`src/rtl/hit_judge_pkg.sv`:
```
// Shared types and constants for the hit_judge round controller.
package hit_judge_pkg;

   localparam int unsigned COORD_W = 5;
   localparam int unsigned MISS_W  = 4;
   localparam int unsigned STATE_W = 3;

   typedef logic [STATE_W-1:0] state_t;

   localparam state_t ST_IDLE   = 3'd0;
   localparam state_t ST_SETTLE = 3'd1;
   localparam state_t ST_TRACK  = 3'd2;
   localparam state_t ST_RESULT = 3'd3;
   localparam state_t ST_OVER   = 3'd4;

endpackage

```
`src/rtl/dffre.sv`:
```
// Enabled flop with synchronous active-high reset to zero.
module dffre #(
   parameter int unsigned W = 1
) (
   input  logic         clk,
   input  logic         r,
   input  logic         en,
   input  logic [W-1:0] d,
   output logic [W-1:0] q
);

   always_ff @(posedge clk) begin
      if (r) begin
         q <= '0;
      end else if (en) begin
         q <= d;
      end
   end

endmodule

```
`src/rtl/judge_timer.sv`:
```
// TRACK-state cycle timer; expired flags the last allowed TRACK cycle.
module judge_timer #(
   parameter int unsigned TIMEOUT_CYCLES = 1024
) (
   input  logic clk,
   input  logic reset,
   input  logic clear,
   input  logic enable,
   output logic expired
);

   localparam int unsigned CNT_W = $clog2(TIMEOUT_CYCLES);

   logic [CNT_W-1:0] count_d;
   logic [CNT_W-1:0] count_q;

   always_comb begin
      count_d = count_q;
      if (clear) begin
         count_d = '0;
      end else if (enable) begin
         count_d = count_q + CNT_W'(1);
      end
   end

   dffre #(.W(CNT_W)) u_count (
      .clk (clk),
      .r   (reset),
      .en  (clear | enable),
      .d   (count_d),
      .q   (count_q)
   );

   assign expired = (count_q == CNT_W'(TIMEOUT_CYCLES - 1));

endmodule

```
`src/rtl/hit_judge.sv`:
```
// Round controller and scorer for the target game core.
// Optional HIT_JUDGE_TOLERANCE_EN relaxes the X match to a distance of 1.
module hit_judge
   import hit_judge_pkg::*;
#(
   parameter int unsigned TIMEOUT_CYCLES = 1024,
   parameter int unsigned SCORE_W        = 8,
   parameter int unsigned MAX_MISSES     = 8
) (
   input  logic               clk,
   input  logic               reset,
   input  logic               start,
   input  logic               fire,
   input  logic [COORD_W-1:0] player_x,
   input  logic [COORD_W-1:0] player_y,
   input  logic [COORD_W-1:0] target_x,
   input  logic [COORD_W-1:0] target_y,
   output logic               result_valid,
   output logic               hit,
   output logic [SCORE_W-1:0] score,
   output logic [MISS_W-1:0]  misses,
   output logic               game_over
);

   state_t state_d, state_q;
   logic fire_q, rv_d, rv_q, go_d, go_q;
   logic hit_en, hit_d, hit_q;
   logic score_en, misses_en;
   logic [SCORE_W-1:0] score_d, score_q;
   logic [MISS_W-1:0]  misses_d, misses_q, misses_inc;
   logic timer_clr, timer_en, expired;
   logic fire_edge, x_ok, y_ok, match;

`ifdef HIT_JUDGE_TOLERANCE_EN
   // Widened by one bit so the +/-1 neighbours never wrap around the grid edge.
   localparam int unsigned XD_W = COORD_W + 1;
   logic [XD_W-1:0] px_w, tx_w;
   assign px_w = {1'b0, player_x};
   assign tx_w = {1'b0, target_x};
   assign x_ok = (px_w == tx_w) || (px_w == tx_w + XD_W'(1)) || (tx_w == px_w + XD_W'(1));
`else
   assign x_ok = (player_x == target_x);
`endif
   assign y_ok  = (player_y == target_y);
   assign match = x_ok & y_ok;

   assign fire_edge  = fire & ~fire_q;
   assign misses_inc = (misses_q >= MISS_W'(MAX_MISSES)) ? misses_q : misses_q + MISS_W'(1);

   always_comb begin
      state_d   = state_q;
      hit_en    = 1'b0;
      hit_d     = match;
      score_en  = 1'b0;
      score_d   = score_q + SCORE_W'(1);
      misses_en = 1'b0;
      misses_d  = misses_inc;
      timer_clr = 1'b0;
      timer_en  = 1'b0;
      case (state_q)
         ST_IDLE: begin
            if (start) state_d = ST_SETTLE;
         end
         ST_SETTLE: begin
            timer_clr = 1'b1;
            state_d   = ST_TRACK;
         end
         ST_TRACK: begin
            timer_en = 1'b1;
            if (fire_edge) begin
               hit_en  = 1'b1;
               state_d = ST_RESULT;
            end else if (expired) begin
               hit_en  = 1'b1;
               hit_d   = 1'b0;
               state_d = ST_RESULT;
            end
         end
         ST_RESULT: begin
            if (hit_q) begin
               score_en = (score_q != '1);
            end else begin
               misses_en = 1'b1;
            end
            // Game ends when the post-update miss count reaches the limit.
            if (!hit_q && (misses_inc == MISS_W'(MAX_MISSES))) begin
               state_d = ST_OVER;
            end else begin
               state_d = ST_SETTLE;
            end
         end
         ST_OVER: begin
            if (start) begin
               score_en  = 1'b1;
               score_d   = '0;
               misses_en = 1'b1;
               misses_d  = '0;
               state_d   = ST_SETTLE;
            end
         end
         default: state_d = ST_IDLE;
      endcase
      rv_d = (state_d == ST_RESULT);
      go_d = (state_d == ST_OVER);
   end

   always_ff @(posedge clk) begin
      if (reset) begin
         state_q <= ST_IDLE;
         fire_q  <= 1'b0;
         rv_q    <= 1'b0;
         go_q    <= 1'b0;
      end else begin
         state_q <= state_d;
         fire_q  <= fire;
         rv_q    <= rv_d;
         go_q    <= go_d;
      end
   end

   dffre #(.W(1)) u_hit (
      .clk (clk), .r (reset), .en (hit_en), .d (hit_d), .q (hit_q)
   );

   dffre #(.W(SCORE_W)) u_score (
      .clk (clk), .r (reset), .en (score_en), .d (score_d), .q (score_q)
   );

   dffre #(.W(MISS_W)) u_misses (
      .clk (clk), .r (reset), .en (misses_en), .d (misses_d), .q (misses_q)
   );

   judge_timer #(.TIMEOUT_CYCLES(TIMEOUT_CYCLES)) u_timer (
      .clk     (clk),
      .reset   (reset),
      .clear   (timer_clr),
      .enable  (timer_en),
      .expired (expired)
   );

   assign result_valid = rv_q;
   assign hit          = hit_q;
   assign score        = score_q;
   assign misses       = misses_q;
   assign game_over    = go_q;

endmodule

```
`config.mk`:
```
export PLATFORM = sky130hd
export DESIGN_NAME = hit_judge
export DESIGN_NICKNAME = d
export VERILOG_FILES = /design/src/rtl/hit_judge_pkg.sv /design/src/rtl/dffre.sv /design/src/rtl/judge_timer.sv /design/src/rtl/hit_judge.sv
export SDC_FILE = /design/constraint.sdc
export NUM_CORES = 1
export LEC_CHECK = 0
export ABC_AREA = 1
export ABC_CLOCK_PERIOD_IN_PS = 1900
export CORE_ASPECT_RATIO = 0.6
export CORE_MARGIN = 2
export CORE_UTILIZATION = 50
export DETAILED_ROUTE_END_ITERATION = 8
export PLACE_DENSITY = 0.8
export SLEW_MARGIN = 20
export SYNTH_ARGS = -nofsm -noshare
export SYNTH_HDL_FRONTEND = slang
export SYNTH_SLANG_ARGS = --single-unit
```
`constraint.sdc`:
```
create_clock -name clk -period 1.9 [get_ports clk]
set_clock_uncertainty 0.05 [all_clocks]
set_input_delay 0.475 -clock clk [delete_from_list [all_inputs] [get_ports clk]]
set_output_delay 0.475 -clock clk [all_outputs]
set_load 0.02 [all_outputs]
```
==> results.toml <==
[outcome]
run_status = "complete, no violations"

[timing]
setup_tns_ns = 0
slew_viol_final = 0
fin_hold_ws_ns = 0.429
slew_headroom = 0.779
rsz0062_at_grt = "false"
hold_viol_final = 0
tightestPinTransition_ns = 0.332
setup_ws_ns = 0.0684
setup_viol_count_final = 0
max_freq_mhz = 546
finalCritPeriodShare = 0.964
fin_crit_ns = 1.83

[die]
num_rows = 16
die_x_um = 79.3
io_pins = 39
core_area_mm2 = 0.00326
die_area_mm2 = 0.00390
initial_core_util = 0.521
die_h_um = 49.2

[power_and_ir_drop]
power_frac_seq = 0.480
power_frac_clock = 0.388
p_sw_frac = 0.244
power_mw = 1.31
power_density_mw_per_mm2 = 588
vdd_ir_drop_max_mv = 0.352
leakage_nw = 0.902
p_int_mw = 0.989
combPwrFrac = 0.132
switchingPower_mw = 0.319

[detailed_routing]
drt_iter0_drc = 101
drc = 0
ant_nets = 0
viasPerCell = 4.89
totalWireLength_mm = 3.76
first_pass_iters = 4
num_vias = 1668
routedWlPerCell_um = 11.0

[global_routing]
grt_pass1_vias = 1435
track_usage = 0.209
antenna_found_initial = 0
grt_start_max_net_pins = 12
grt_first_pass_wirelength_mm = 6.17
gr-total-overflow = 0

[worst_setup_path]
r2r_end = "game_over"
crit_chain = "clkdlybuf4s50_1"
endpoint_kind = "output port"
start_kind = "flop"
r2r_start = "u_misses.q[0]"
reg2reg_slack_ns = 0.31
path_delay_family = "buffers and inverters"
slowest_stage = "clkdlybuf4s50_1"
crit_arrival_ns = 1.31
crit_fanout = 5
path_class = "reg2out"
worst-path-buf-inv = 1
cp.required_ns = 1.37
rr_worst_depth = 10
max_stage_delay_ns = 0.63

[flow_run]
maxCapViolCount = 0

[place]
portBuffers = 38
gp_congestion = 0.824
place_inst = 334
pre_cts_ws_ns = 0.207
hpwl_mm = 2.93
place_area_mm2 = 0.00213

[clock_tree]
clockBufferDepth = 2
root_buffer = "clkbuf_8"
clkTransAtPathRegs_ns = 0.06
cts_buffers = 5
cts_tree = "done"
cts.sinks = 29
h-tree-depth = 2
worstSkewPairLatency_ns = 0.28

[logic_synthesis]
seq_area_frac_synth = 0.341
yosys_warnings = 0
avgSynthCellArea_um2 = 6.75
synth_nets = 280
synth_seq_cells = 29
netlist_area_mm2 = 0.00170
netlist.area_leader.share = 0.341
synthTopCellsByArea = "dfxtp_1 (34%), nand2_1 (14%), inv_1 (7.3%), a21oi_1 (6.2%), nor2_1 (5.5%)"
syn_inst = 252
synth_top_cell_by_area = "dfxtp_1"
synth.distinct_cells = 30

[layout]
antennaDiodeCount = 0
fin_nets = 324
final_layout_size_suffix_gt1_frac = 0.125
fin_cells = 341
nFillCells = 279
mostFrequentLayoutCell = "nand2_1"
finalInstanceArea_mm2 = 0.00222
post-route-util = 0.682
layout_common_cells = "nand2_1 (64), clkdlybuf4s50_1 (34), inv_1 (33)"
synthToLayoutAreaGrowth_pct = 30.7

[hold_path]
min_to = "u_timer.u_count.q[8]"
min_path_cells = 2
min-delay-start = "u_timer.u_count.q[8]"
hold_path_class = "reg2reg"
[sequential cells by signal (all words and copies together) (netlist names)]
signal             flops
fire_q                 1
game_over              1
result_valid           1
state_q                3
u_hit.q                1
u_misses.q             4
u_score.q              8
u_timer.u_count.q     10
[timing repair]
| item | 4_1_cts | 5_1_grt |
|---|---|---|
| gates resized for setup | 1 | 3 |
| hold buffers | 0 | 0 |
| setup buffers | 0 | 0 |
| setup endpoints to repair | 1 | 3 |
[final cells by class]
| cell class | count | area [µm²] | share of cell area |
|---|---|---|---|
| multi-input combinational | 180 | 945 | 0.425 |
| sequential | 29 | 581 | 0.261 |
| timing repair buffer | 40 | 402 | 0.181 |
| inverter | 40 | 155 | 0.0697 |
| clock buffer | 7 | 86.3 | 0.0388 |
| tap | 45 | 56.3 | 0.0253 |
[logic make-up (layout without fill, tap and decap cells)]
family | after synthesis | in the layout | share of synthesized area
DFF | 29 | 29 | 0.341
AOI/OAI and AO/OA | 38 | 38 | 0.123
adders and majority gates | 4 | 4 | 0.0294
xor gates and xnor gates | 6 | 6 | 0.0309
buffers and inverters | 43 | 87 | 0.104
and+or+nand+nor | 132 | 132 | 0.372
[cells in the mapped netlist (all sizes together)]
library cell	instances
ha	4
or2	3
nand3b	2
inv	39
clkinv	1
xnor2	5
xor2	1
nor3	5
o21ai	12
a21oi	22
nand4	3
o21a	2
nand3	17
a211oi	2
dfxtp	29
nand2	72
buf	3
nor2	30
[worst max-delay path by stage]
stage / startpoint / endpoint / slack, ns / cells past startpoint
3_3_place_gp: reset / u_timer.u_count.q[5] / 0.24 / 5
5_1_grt: u_misses.q[2] / misses[2] / 0.009 / 1
6_report: u_misses.q[2] / misses[2] / 0.07 / 1
4_1_cts: u_misses.q[0] / misses[0] / 0.01 / 1
3_5_place_dp: reset / u_timer.u_count.q[2] / 0.21 / 5
2_1_floorplan: u_misses.q[0] / state_q[0] / 0.36 / 12
[power by group through the flow]
stage	clock (mW)	sequential, mW	combinational [mW]
floorplan	0	0.640	0.0993
global placement	0	0.640	0.170
detailed placement	0	0.641	0.172
CTS	0.519	0.627	0.173
global route	0.547	0.629	0.193
finish	0.507	0.627	0.173
[per-layer routing]
layer	track usage	wire (µm)	vias to the layer above
li1	-	-	881
met1	0.270	1820	725
met2	0.316	1640	62
met3	0.0889	303	0
met4	0.0690	0	0
met5	0	0	-
No activity file was read; power rests on OpenSTA's default activity.
